## src/rtl/formula_loader.sv

```systemverilog
// Formula loader: assembles a streamed CNF formula into a fixed-size frame and
// runs the downstream solver kernel until it reports a verdict.
package common;
   localparam int MAX_CLAUSES = 10;
   localparam int MAX_LITS    = 5;

   typedef struct packed {
      logic [2:0] id;
      logic       pol;
   } lit;

   typedef struct packed {
      lit [MAX_LITS-1:0] lits;
      logic [2:0]        len;
   } clause;

   typedef struct packed {
      clause [MAX_CLAUSES-1:0] clauses;
      logic [3:0]              count;
   } formula;

   localparam lit zero_lit = '0;
endpackage

// state | meaning
// IDLE  | waiting for load_start; last formula stays on out_formula
// LOAD  | accepting literals into out_formula
// RUN   | formula complete, find asserted until kernel_ended
// ERR   | malformed stream seen; waits for load_start
module formula_loader #(
   parameter int MAX_CLAUSES = common::MAX_CLAUSES,
   parameter int MAX_LITS    = common::MAX_LITS
) (
   input  logic           clock,
   input  logic           reset,
   input  logic           load_start,
   input  logic           lit_valid,
   output logic           lit_ready,
   input  common::lit     lit_in,
   input  logic           lit_eoc,
   input  logic           lit_eof,
   input  logic           kernel_ended,
   input  logic           kernel_sat,
   input  logic           kernel_unsat,
   output common::formula out_formula,
   output logic           find,
   output logic           busy,
   output logic           done,
   output logic           result_sat,
   output logic           result_unsat,
   output logic           load_err
);

   typedef enum logic [1:0] {IDLE, LOAD, RUN, ERR} state_t;

   state_t     state;
   logic [3:0] clause_idx;
   logic [2:0] lit_idx;
   logic       xfer;
   logic       bad_lit;

   assign xfer    = lit_valid && lit_ready;
   assign bad_lit = (lit_in.id == 3'b000) ||
                    (lit_idx == 3'(MAX_LITS)) ||
                    (clause_idx == 4'(MAX_CLAUSES));

   always_ff @(posedge clock) begin
      if (reset) begin
         state        <= IDLE;
         out_formula  <= '0;
         clause_idx   <= '0;
         lit_idx      <= '0;
         lit_ready    <= 1'b0;
         find         <= 1'b0;
         busy         <= 1'b0;
         done         <= 1'b0;
         result_sat   <= 1'b0;
         result_unsat <= 1'b0;
         load_err     <= 1'b0;
      end else begin
         done <= 1'b0;
         case (state)
            IDLE, ERR: begin
               if (load_start) begin
                  state        <= LOAD;
                  out_formula  <= '0;
                  clause_idx   <= '0;
                  lit_idx      <= '0;
                  load_err     <= 1'b0;
                  result_sat   <= 1'b0;
                  result_unsat <= 1'b0;
                  lit_ready    <= 1'b1;
                  busy         <= 1'b1;
               end
            end
            LOAD: begin
               if (xfer) begin
                  if (bad_lit) begin
                     // offending literal is dropped; frame keeps what was loaded so far
                     state     <= ERR;
                     load_err  <= 1'b1;
                     lit_ready <= 1'b0;
                     busy      <= 1'b0;
                  end else begin
                     out_formula.clauses[clause_idx].lits[lit_idx] <= lit_in;
                     if (lit_eoc || lit_eof) begin
                        out_formula.clauses[clause_idx].len <= lit_idx + 3'd1;
                        clause_idx <= clause_idx + 4'd1;
                        lit_idx    <= '0;
                     end else begin
                        lit_idx <= lit_idx + 3'd1;
                     end
                     if (lit_eof) begin
                        out_formula.count <= clause_idx + 4'd1;
                        state     <= RUN;
                        lit_ready <= 1'b0;
                        find      <= 1'b1;
                     end
                  end
               end
            end
            RUN: begin
               if (kernel_ended) begin
                  state        <= IDLE;
                  result_sat   <= kernel_sat;
                  result_unsat <= kernel_unsat;
                  done         <= 1'b1;
                  find         <= 1'b0;
                  busy         <= 1'b0;
               end
            end
            default: state <= IDLE;
         endcase
      end
   end

endmodule
```

## config.mk

```make
export PLATFORM = sky130hd
export DESIGN_NAME = formula_loader
export DESIGN_NICKNAME = d
export VERILOG_FILES = /design/src/rtl/formula_loader.sv
export SDC_FILE = /design/constraint.sdc
export NUM_CORES = 1
export LEC_CHECK = 0
export BUFFER_PORTS_ARGS = -buffer_cell sky130_fd_sc_hd__buf_2
export CAP_MARGIN = 10
export CORE_UTILIZATION = 40
export CTS_CLUSTER_DIAMETER = 150
export DETAILED_ROUTE_END_ITERATION = 10
export GPL_TIMING_DRIVEN = 0
export PLACE_DENSITY = 0.69
export SETUP_SLACK_MARGIN = 0.3
export SLEW_MARGIN = 5
export SYNTH_ARGS = -nofsm -noshare
export SYNTH_HDL_FRONTEND = slang
export SYNTH_SLANG_ARGS = --single-unit
```

## constraint.sdc

```tcl
create_clock -name clock -period 2.9 [get_ports clock]
set_input_delay 0.87 -clock clock [delete_from_list [all_inputs] [get_ports clock]]
set_output_delay 0.87 -clock clock [all_outputs]
set_load 0.02 [all_outputs]
```

==> results of run 1 <==
## path summary, 6_finish.rpt
| kind | start | to | slack, ns | depth (start not counted) |
|---|---|---|---|---|
| worst min-delay path | out_formula[23] | out_formula[23] | 0.45 | 2 |
| worst max register to register | clause_idx[0] | out_formula[75] | 0.42 | 8 |
| worst max-delay path | clause_idx[0] | out_formula[75] | 0.42 | 8 |
| worst min register to register | out_formula[23] | out_formula[23] | 0.45 | 2 |
## per-layer routing
metal  wire [µm]  global-route usage [%]  vias up
li1            -                       -     4078
met1       13760                   34.18     4115
met2       13660                   39.13      376
met3        2326                   4.091       59
met4         726                   7.402        0
met5           0                       0        -
## power by group
| part | total [mW] | switching, mW | internal (mW) |
|---|---|---|---|
| clock network | 3.52 | 1.40 | 2.12 |
| registers | 3.53 | 0.0440 | 3.48 |
| logic | 2.00 | 1.47 | 0.536 |
| total | 9.05 | 2.91 | 6.13 |
## layout by cell type (no fill, tap or decap), drive strengths merged, types with 7 or more instances in the layout
master   synthesis  routed
dfxtp          250     250
nor2            50      50
and2            12      12
buf             27     284
a32o            16      16
a21oi           49      49
o21ai           98      98
clkbuf          30      68
ha               9       9
o2bb2ai         52      52
nand4            9       9
inv             14      16
nand2           81      81
nand3           34      34
a22o           122     122
or3              7       7
nor3             9       9
## per-stage QoR
step,instances,hold WS (ns),area (µm²),power [mW],worst slack (ns)
5_1_grt,1525,0.4686,11950,9.389,0.3017
3_3_place_gp,1470,0.4318,10910,5.485,-0.4028
2_1_floorplan,932,0.4789,9291,4.931,0.5567
4_1_cts,1522,0.4535,11880,9.010,0.2574
3_5_place_dp,1470,0.4397,10910,5.517,-0.4222
6_report,1525,0.4472,11950,9.050,0.4162
## repair_timing
| action | in CTS | in global routing |
|---|---|---|
| resized for setup | 13 | 19 |
| hold buffers | 0 | 0 |
| pin swaps | 2 | 2 |
| buffers inserted | 2 | 2 |
| endpoints found under the setup margin | 204 | 231 |
## registers in the layout (all words and copies together) (netlist names)
| signal | count |
|---|---|
| load_err | 1 |
| busy | 1 |
| lit_idx | 3 |
| lit_ready | 1 |
| result_sat | 1 |
| find | 1 |
| state | 2 |
| done | 1 |
| out_formula | 234 |
| result_unsat | 1 |
| clause_idx | 4 |
## critical path, delay by kind of cell, from the launching register on
kind | cells | cell delay [ns]
buffers and inverters | 3 | 0.57
AND/OR/NAND/NOR | 3 | 0.67
adder cells (fa/ha/maj) | 1 | 0.34
AO/OA/AOI/OAI | 1 | 0.31
flip-flops | 1 | 0.47
## layout make-up
| class | instances | area [µm²] |
|---|---|---|
| clock inverters | 12 | 150.1 |
| inverters | 14 | 52.55 |
| fillers | 2122 | 10760 |
| repair buffers | 257 | 1296 |
| clock buffers | 38 | 767.0 |
| plain buffers | 57 | 281.5 |
| diodes | 1 | 2.502 |
| multi-input cells | 611 | 4039 |
| flip-flops and latches | 250 | 5005 |
| well taps | 285 | 356.6 |
## kinds of logic after synthesis
logic type	synth area share (%)
xor+xnor	0.2828
fa+ha+maj	1.212
buf+inv	3.326
mux	0.5387
simple gates	12.34
compound gates	28.44
flops	53.86
==> summary.md, run 1 <==
| Metric | Value |
|---|---|
| Outcome | finished clean |
| Leakage | 5.262 nW |
| Worst path slowest cell | dfxtp_1 |
| Io pins | 254 |
| Core area | 22,710 µm² |
| DRT Pass-1 Iters | 7 |
| Layout cells sized above 1 | 29.46% |
| Hold Path Class | flop to flop |
| Skew final | 0.01186 ns |
| Worst vdd ir | 0.0003880 V |
| Vias in the first global route | 8,001 |
| Setup crit end kind | flop |
| Initial Util | 40.91% |
| Power Dens Cells | 757.3 nW/µm² |
| Syn Nets | 954 |
| Initial antenna violation count | 1 |
| Ys Warns | 0 |
| CTS tree | built |
| Final Hold Vio Count | 0 |
| Clock tree buffer depth | 3 |
| Slew HR | 48.06% |
| Startpoint types | flop |
| H-tree levels | 1 |
| Post-Syn Area | 9291 µm² |
| Kind of critical path | flop to flop |
| Count leader, synth | dfxtp_1 |
| CP peak stage delay | 0.47 ns |
| ANT nets after route | 0 |
| First-pass GRT wire length | 46.08 mm |
| Synthesized flop and latch total | 250 |
| Largest area contributor in the netlist | dfxtp_1 |
| Routed vias | 8,628 |
| Unrepaired setup endpoints after global routing | no |
| Max_cap viols | 0 |
| Post-synth EDFFs | 0 |
| Distinct cells, synth | 59 |
| Drt drc | 0 |
| Area growth syn-to-layout | 28.62% |
| Synth Instances | 932 |
| Worst Path Arrival | 2.90 ns |
| Seq/Total Area, Yosys | 53.86% |
| Top_reg_cell synth | dfxtp_1 |
| CP max FO | 10 |
| Post-synth ARST share | 0% |
| Syn avg cell area | 9.969 µm² |
| Most frequent cells after synthesis | dfxtp_1, a22o_1, o21ai_0 |
| HPWL Detailed | 22.26 mm |
| Setup-failing EPs final | 0 |
| Area share of the largest cell type after synthesis | 53.86% |
| Iter 0 DRT Violations | 819 |
| Num CTS Buffers | 27 |
| Final nets | 1,240 |
| Root Buffer | clkbuf_16 |
| CTS clk-pin slew, worst paths | 0.06 ns |
| Final period util | 85.65% |
| Post-layout util | 52.62% |
| Tmin final | 2.484 ns |
| # clock sinks | 250 |
| Largest net degree at the start of global routing | 14 |
| Latest clock arrival within the worst-skew pair | 0.54 ns |
| RePlAce Congestion | 0.9178 |
| Critical-path cell list | inv_1 -> ha_1 -> nand3b_1 -> buf_4 -> and4_1 -> clkbuf_4 -> nand3_1 -> a32o_2 |
| Dominant cells by area after synthesis | dfxtp_1, a22o_1, o21ai_0 |
| Count of input and output buffers | 253 |
| Die Width | 154.4 µm |
| Wirelength per Cell | 19.98 µm |
| Slew @ Worst Pin | 0.7720 ns |
| Max Freq | 0.4026 GHz |
| Vias per Instance | 5.658 |
| CP required | 3.32 ns |
| Die height | 154.4 µm |
| Die area | 23,840 µm² |
| GRT Total Usage | 24.61% |
| Sum Neg Setup Slack | 0 ns |
| Final wirelength | 30.47 mm |
| FP Rows | 55 |
| Fin. max-slew vios | 0 |
| Global route overflow | 0 |
Power figures use the tool's default switching activity.
==> run 2, diff against run 1 <==
--- a/config.mk
+++ b/config.mk
@@ -7,11 +7,11 @@
 export LEC_CHECK = 0
 export BUFFER_PORTS_ARGS = -buffer_cell sky130_fd_sc_hd__buf_2
 export CAP_MARGIN = 10
-export CORE_UTILIZATION = 40
+export CORE_UTILIZATION = 52
 export CTS_CLUSTER_DIAMETER = 150
 export DETAILED_ROUTE_END_ITERATION = 10
 export GPL_TIMING_DRIVEN = 0
-export PLACE_DENSITY = 0.69
+export PLACE_DENSITY = 0.84
 export SETUP_SLACK_MARGIN = 0.3
 export SLEW_MARGIN = 5
 export SYNTH_ARGS = -nofsm -noshare
==> run 2 against run 1 <==
Against the previous run:
- non-clock buffer count unchanged
- clock skew about the same
- critical path depth unchanged
- first-iteration DRC count fell by 13%
- clock power fell by 13%
- die area down 23%
- global-route usage rose by 6.1 points
- critical path type unchanged
- largest cell class unchanged
==> summary.md, run 2 (same netlist as run 1, synthesis figures left out) <==
| Metric | Value |
|---|---|
| Outcome | finished clean (unchanged) |
| Max Freq | 0.3937 GHz (was 0.4026 GHz) |
| Slew @ Worst Pin | 1.111 ns (was 0.7720 ns) |
| Vias in the first global route | 8,321 (was 8,001) |
| Iter 0 DRT Violations | 711 (was 819) |
| Routed vias | 8,916 (was 8,628) |
| Latest clock arrival within the worst-skew pair | 0.51 ns (was 0.54 ns) |
| Worst path slowest cell | dfxtp_1 (unchanged) |
| Count of input and output buffers | 253 (unchanged) |
| Io pins | 254 (unchanged) |
| FP Rows | 48 (was 55) |
| Layout cells sized above 1 | 28.71% (was 29.46%) |
| Metal3 WL | 2.634 mm (was 2.326 mm) |
| Commonest non-fill, non-tap cell in the layout | buf_2 (unchanged) |
| Max Used Layer | met4 (unchanged) |
| Final wirelength | 29.36 mm (was 30.47 mm) |
| DRT Pass-1 Iters | 6 (was 7) |
| Hold Path Class | flop to flop (unchanged) |
| H-tree levels | 1 (unchanged) |
| CP max FO | 10 (unchanged) |
| Design Area, Final | 11,700 µm² (was 11,950 µm²) |
| Setup crit end kind | flop (unchanged) |
| Wirelength per Cell | 20.14 µm (was 19.98 µm) |
| Largest register FFs | 234 (unchanged) |
| Sw frac | 32.83% (was 32.21%) |
| Initial antenna violation count | 0 (was 1) |
| Ant diodes | 0 (was 1) |
| CTS tree | built (unchanged) |
| Post-place setup slack | -0.4256 ns (was -0.4222 ns) |
| Vias per Instance | 6.115 (was 5.658) |
| Worst vdd ir | 0.0005204 V (was 0.0003880 V) |
| Fin worst setup slack | 0.3601 ns (was 0.4162 ns) |
| Kind of critical path | flop to flop (unchanged) |
| Final Hold Vio Count | 0 (unchanged) |
| ANT nets after route | 0 (unchanged) |
| Internal | 5.772 mW (was 6.135 mW) |
| CP peak stage delay | 0.47 ns (about the same) |
| GRT Total Usage | 30.75% (was 24.61%) |
| Combinational Power Share | 23.3% (was 22.1%) |
| Die area | 18,410 µm² (was 23,840 µm²) |
| CP bufs+invs | 2 (was 3) |
| M1 wire length | 12.00 mm (was 13.76 mm) |
| RePlAce Congestion | 0.9338 (was 0.9178) |
| Core area | 17,360 µm² (was 22,710 µm²) |
| Die Width | 135.7 µm (was 154.4 µm) |
| Placed cell area | 10,840 µm² (was 10,910 µm²) |
| CP required | 3.35 ns (was 3.32 ns) |
| Startpoint types | flop (unchanged) |
| Skew final | 0.01160 ns (was 0.01186 ns) |
| Area growth syn-to-layout | 25.92% (was 28.62%) |
| Critical-path cell list | inv_1 -> ha_1 -> nand3b_1 -> nand2_1 -> nor2_4 -> and2_1 -> buf_2 -> a22o_1 (was inv_1 -> ha_1 -> nand3b_1 -> buf_4 -> and4_1 -> clkbuf_4 -> nand3_1 -> a32o_2) |
| Power Dens Cells | 734.5 nW/µm² (was 757.3 nW/µm²) |
| NetSw | 2.822 mW (was 2.915 mW) |
| Initial Util | 53.53% (was 40.91%) |
| Largest net degree at the start of global routing | 15 (was 14) |
| Global route overflow | 0 (unchanged) |
| Largest registers | out_formula: 234 flops, clause_idx: 4 flops, lit_idx: 3 flops (unchanged) |
| Worst Path Arrival | 2.99 ns (was 2.90 ns) |
| Clock tree buffer depth | 3 (unchanged) |
| Unrepaired setup endpoints after global routing | no (unchanged) |
| Worst path top cell family by delay | simple AND/OR/NAND/NOR gates (unchanged) |
| Slew HR | 25.76% (was 48.06%) |
| Setup-failing EPs final | 0 (unchanged) |
| # clock sinks | 250 (unchanged) |
| Wire length on met2 | 13.64 mm (was 13.66 mm) |
| Die height | 135.7 µm (was 154.4 µm) |
| Fin. max-slew vios | 0 (unchanged) |
| Num CTS Buffers | 25 (was 27) |
| First-pass GRT wire length | 44.66 mm (was 46.08 mm) |
| Max_cap viols | 0 (unchanged) |
| HPWL Detailed | 21.02 mm (was 22.26 mm) |
| Drt drc | 0 (unchanged) |
| Most frequent cells in the layout | buf_2, dfxtp_1, a22o_1 (unchanged) |
| Sequential share of power | 41.0% (was 39.0%) |
| Largest register by flop count | out_formula (unchanged) |
| Root Buffer | clkbuf_16 (unchanged) |
| Tmin final | 2.540 ns (was 2.484 ns) |
| CTS clk-pin slew, worst paths | 0.06 ns (about the same) |
| Final period util | 87.58% (was 85.65%) |
| Final nets | 1,238 (was 1,240) |
| Clock network power share | 35.7% (was 38.9%) |
| Leakage | 5.188 nW (was 5.262 nW) |
## run 2: cell types whose count changed in the layout (fill, tap and decap cells not counted), sizes merged
cell / previous run / this run
clkbuf: 68 / 66
diode: 1 / 0
clkinvlp: 3 / 1
buf: 284 / 283
bufinv: 3 / 1
inv: 16 / 15
clkinv: 4 / 6
## run 2: final timing paths
check,start,to,slack (ns),cells after the start
worst min-delay path,out_formula[46],out_formula[46],0.46,2
worst min register to register,out_formula[46],out_formula[46],0.46,2
worst max register to register,clause_idx[0],out_formula[56],0.36,8
worst max-delay path,clause_idx[0],out_formula[56],0.36,8
## run 2: through the flow
stage	hold WS [ns]	TNS, ns	utilization (%)	instances	power (mW)
2_1_floorplan	0.4789	0	-	932	4.931
3_3_place_gp	0.4316	-9.419	62.45	1410	5.430
3_5_place_dp	0.4425	-12.89	62.45	1410	5.471
4_1_cts	0.4595	0	67.23	1458	8.508
5_1_grt	0.4735	0	67.41	1458	8.897
6_report	0.4589	0	67.41	1458	8.594
## run 2: layout make-up
| type | instances | area, µm² |
|---|---|---|
| buffer | 57 | 267.8 |
| inverter | 14 | 52.55 |
| fill | 1372 | 5657 |
| clock inverter | 9 | 76.32 |
| timing repair buffer | 257 | 1296 |
| multi-input combinational | 611 | 4028 |
| sequential | 250 | 5005 |
| tap | 225 | 281.5 |
| clock buffer | 35 | 693.2 |
## run 2: worst reg2reg max path, cell delays in order, from the launching register on
cell	delay, ns
dfxtp_1	0.47
inv_1	0.12
ha_1	0.35
nand3b_1	0.34
nand2_1	0.21
nor2_4	0.22
and2_1	0.28
buf_2	0.30
a22o_1	0.18
## run 2: routing by layer
layer	global-route usage (%)	up-vias
li1	-	4066
met1	40.65	4270
met2	49.18	487
met3	5.799	93
met4	12.55	0
met5	0	-
## run 2: repair_timing
item	in CTS	in global routing
hold buffers	0	0
resized for setup	9	10
setup buffers	4	0
pin swaps	2	1
setup endpoints to repair	200	213
## run 2: power groups by stage
stage,logic [mW],clock network [mW],registers [mW]
6_report,2.00,3.06,3.53
5_1_grt,2.14,3.22,3.53
4_1_cts,1.90,3.08,3.52
3_5_place_dp,1.87,0,3.60
3_3_place_gp,1.83,0,3.60
2_1_floorplan,1.30,0,3.63
==> run 3, diff against run 2 <==
--- a/config.mk
+++ b/config.mk
@@ -7,7 +7,9 @@
 export LEC_CHECK = 0
 export BUFFER_PORTS_ARGS = -buffer_cell sky130_fd_sc_hd__buf_2
 export CAP_MARGIN = 10
-export CORE_UTILIZATION = 52
+export CELL_PAD_IN_SITES_DETAIL_PLACEMENT = 0
+export CELL_PAD_IN_SITES_GLOBAL_PLACEMENT = 1
+export CORE_UTILIZATION = 39
 export CTS_CLUSTER_DIAMETER = 150
 export DETAILED_ROUTE_END_ITERATION = 10
 export GPL_TIMING_DRIVEN = 0
==> run 3 against run 2 <==
Against the previous run:
- highest routed layer unchanged
- die area up 33%
- cell area increased by 2.5%
- non-clock buffer count is 1 higher
- largest cell class unchanged
- maximum frequency grew 2.4%
- critical endpoint is now out_formula[39]
==> summary.md, run 3 (same netlist as run 1, synthesis figures left out) <==
| Metric | Value |
|---|---|
| Setup-failing EPs final | 0 (unchanged) |
| Drt drc | 0 (unchanged) |
| Largest register by flop count | out_formula (unchanged) |
| Slew HR | 25.15% (was 25.76%) |
| Design Area, Final | 12,000 µm² (was 11,700 µm²) |
| Reg2reg start | lit_idx[1] (was clause_idx[0]) |
| Startpoint types | flop (unchanged) |
| Latest clock arrival within the worst-skew pair | 0.53 ns (was 0.51 ns) |
| Hold Path Class | flop to flop (unchanged) |
| DRT Pass-1 Iters | 5 (was 6) |
| Outcome | finished clean (unchanged) |
| Largest registers | out_formula: 234 flops, clause_idx: 4 flops, lit_idx: 3 flops (unchanged) |
| Layout cells sized above 1 | 29.40% (was 28.71%) |
| Post-layout util | 51.26% (was 67.41%) |
| Die Width | 156.4 µm (was 135.7 µm) |
| Skew final | 0.01019 ns (was 0.01160 ns) |
| Largest register FFs | 234 (unchanged) |
| Most frequent cells in the layout | buf_2, dfxtp_1, a22o_1 (unchanged) |
| CTS clk-pin slew, worst paths | 0.06 ns (about the same) |
| FF-to-FF path depth | 10 (was 8) |
| CP max FO | 10 (unchanged) |
| HPWL Detailed | 22.42 mm (was 21.02 mm) |
| Worst R2R Setup Slack | 0.42 ns (was 0.36 ns) |
| RePlAce Congestion | 0.8834 (was 0.9338) |
| Vias in the first global route | 8,097 (was 8,321) |
| FP Rows | 56 (was 48) |
| FF-to-FF End | out_formula[39] (was out_formula[56]) |
| Initial Util | 39.70% (was 53.53%) |
| Commonest non-fill, non-tap cell in the layout | buf_2 (unchanged) |
| Final Hold Vio Count | 0 (unchanged) |
| GRT Total Usage | 24.57% (was 30.75%) |
| Final period util | 85.52% (was 87.58%) |
| Worst Path Arrival | 2.95 ns (was 2.99 ns) |
| Core area | 23,400 µm² (was 17,360 µm²) |
| Kind of critical path | flop to flop (unchanged) |
| Final wirelength | 30.91 mm (was 29.36 mm) |
| Finished Layout Cells | 1,557 (was 1,458) |
| H-tree levels | 1 (unchanged) |
| First-pass GRT wire length | 46.65 mm (was 44.66 mm) |
| Leakage | 5.270 nW (was 5.188 nW) |
| Count of input and output buffers | 253 (unchanged) |
| Critical-path cell list | clkbuf_2 -> clkbuf_4 -> inv_1 -> ha_1 -> nand2_1 -> nand2_1 -> nor2_4 -> and2_1 -> buf_2 -> a22o_1 (was inv_1 -> ha_1 -> nand3b_1 -> nand2_1 -> nor2_4 -> and2_1 -> buf_2 -> a22o_1) |
| Worst vdd ir | 0.0003491 V (was 0.0005204 V) |
| Global route overflow | 0 (unchanged) |
| Io pins | 254 (unchanged) |
| Slew @ Worst Pin | 1.120 ns (was 1.111 ns) |
| CTS tree | built (unchanged) |
| Tmin final | 2.480 ns (was 2.540 ns) |
| Routed vias | 8,590 (was 8,916) |
| # hold bufs at CTS | 0 (unchanged) |
| CP Launch Point | lit_idx[1] (was clause_idx[0]) |
| Max_cap viols | 0 (unchanged) |
| Iter 0 DRT Violations | 560 (was 711) |
| CP peak stage delay | 0.34 ns (was 0.47 ns) |
| Final nets | 1,240 (was 1,238) |
| # clock sinks | 250 (unchanged) |
| Cells after DPL | 1,504 (was 1,410) |
| Setup crit end kind | flop (unchanged) |
| Clock tree buffer depth | 3 (unchanged) |
| Area growth syn-to-layout | 29.10% (was 25.92%) |
| Num CTS Buffers | 26 (was 25) |
| Placed cell area | 10,960 µm² (was 10,840 µm²) |
| Largest net degree at the start of global routing | 15 (unchanged) |
| Wirelength per Cell | 19.85 µm (was 20.14 µm) |
| ANT nets after route | 0 (unchanged) |
| Root Buffer | clkbuf_16 (unchanged) |
| Ant diodes | 0 (unchanged) |
| Initial antenna violation count | 0 (unchanged) |
| Worst Setup EP | out_formula[39] (was out_formula[56]) |
| Unrepaired setup endpoints after global routing | yes (was no) |
| Most used cell, CP | nand2_1 |
| Power Dens Cells | 760.5 nW/µm² (was 734.5 nW/µm²) |
| Max Freq | 0.4032 GHz (was 0.3937 GHz) |
| Die area | 24,450 µm² (was 18,410 µm²) |
| Worst path slowest cell | dfxtp_1 (unchanged) |
| Vias per Instance | 5.517 (was 6.115) |
| Die height | 156.4 µm (was 135.7 µm) |
| CP required | 3.37 ns (was 3.35 ns) |
| Fin. max-slew vios | 0 (unchanged) |
[run 3: cell types whose count changed in the layout (fill, tap and decap cells not counted), sizes merged]
cell    change
clkbuf      +6
buf         -4
bufinv      +3
[run 3: layout make-up]
class | instances | area (µm²)
multi-input cells | 611 | 4028
plain buffers | 57 | 287.8
fillers | 2265 | 11410
clock buffers | 36 | 749.5
inverters | 14 | 52.55
clock inverters | 12 | 168.9
flip-flops and latches | 250 | 5006
well taps | 319 | 399.1
repair buffers | 258 | 1304
[run 3: worst max-delay path: cells and delay by family (launching register included)]
family                   cells  cell delay, ns
AND/OR/NAND/NOR              4            0.92
buffers and inverters        4            0.79
flip-flops                   1            0.34
AO/OA/AOI/OAI                1            0.18
adder cells (fa/ha/maj)      1            0.20
[run 3: metrics by stage]
step	power (mW)	hold slack [ns]	TNS [ns]	setup WS (ns)
2_1_floorplan	4.931	0.4789	0	0.5567
3_3_place_gp	5.509	0.4328	-16.27	-0.4996
3_5_place_dp	5.536	0.4395	-16.76	-0.5086
4_1_cts	9.113	0.4540	0	0.2802
5_1_grt	9.493	0.4672	0	0.2633
6_report	9.122	0.4465	0	0.4200
[run 3: power by group]
group | internal (mW) | switching [mW] | leakage (nW)
combinational | 0.538 | 1.48 | 2.80
clock | 2.16 | 1.42 | 0.454
sequential | 3.48 | 0.0427 | 2.01
total | 6.19 | 2.94 | 5.27
[run 3: worst min-delay path by stage]
| stage | cells after the start | startpoint | slack (ns) | end |
|---|---|---|---|---|
| detailed placement | 2 | out_formula[26] | 0.44 | out_formula[26] |
| global placement | 2 | out_formula[49] | 0.43 | out_formula[49] |
| CTS | 2 | out_formula[10] | 0.45 | out_formula[10] |
| finish | 2 | out_formula[26] | 0.45 | out_formula[26] |
| floorplan | 1 | clause_idx[0] | 0.48 | out_formula[0] |
| global route | 1 | out_formula[215] | 0.47 | out_formula[215] |
[run 3: metal layers]
metal / vias to the layer above / global-route usage (%) / wire length (µm)
li1: 4066 / - / -
met1: 4142 / 33.65 / 13770
met2: 319 / 39.16 / 14170
met3: 63 / 4.320 / 2141
met4: 0 / 7.796 / 826
met5: - / 0 / 0
[run 3: timing repair]
action / CTS / global route
endpoints found under the setup margin: 210 / 220
pin swaps: 2 / 3
buffers inserted: 4 / 1
gates resized for setup: 11 / 20
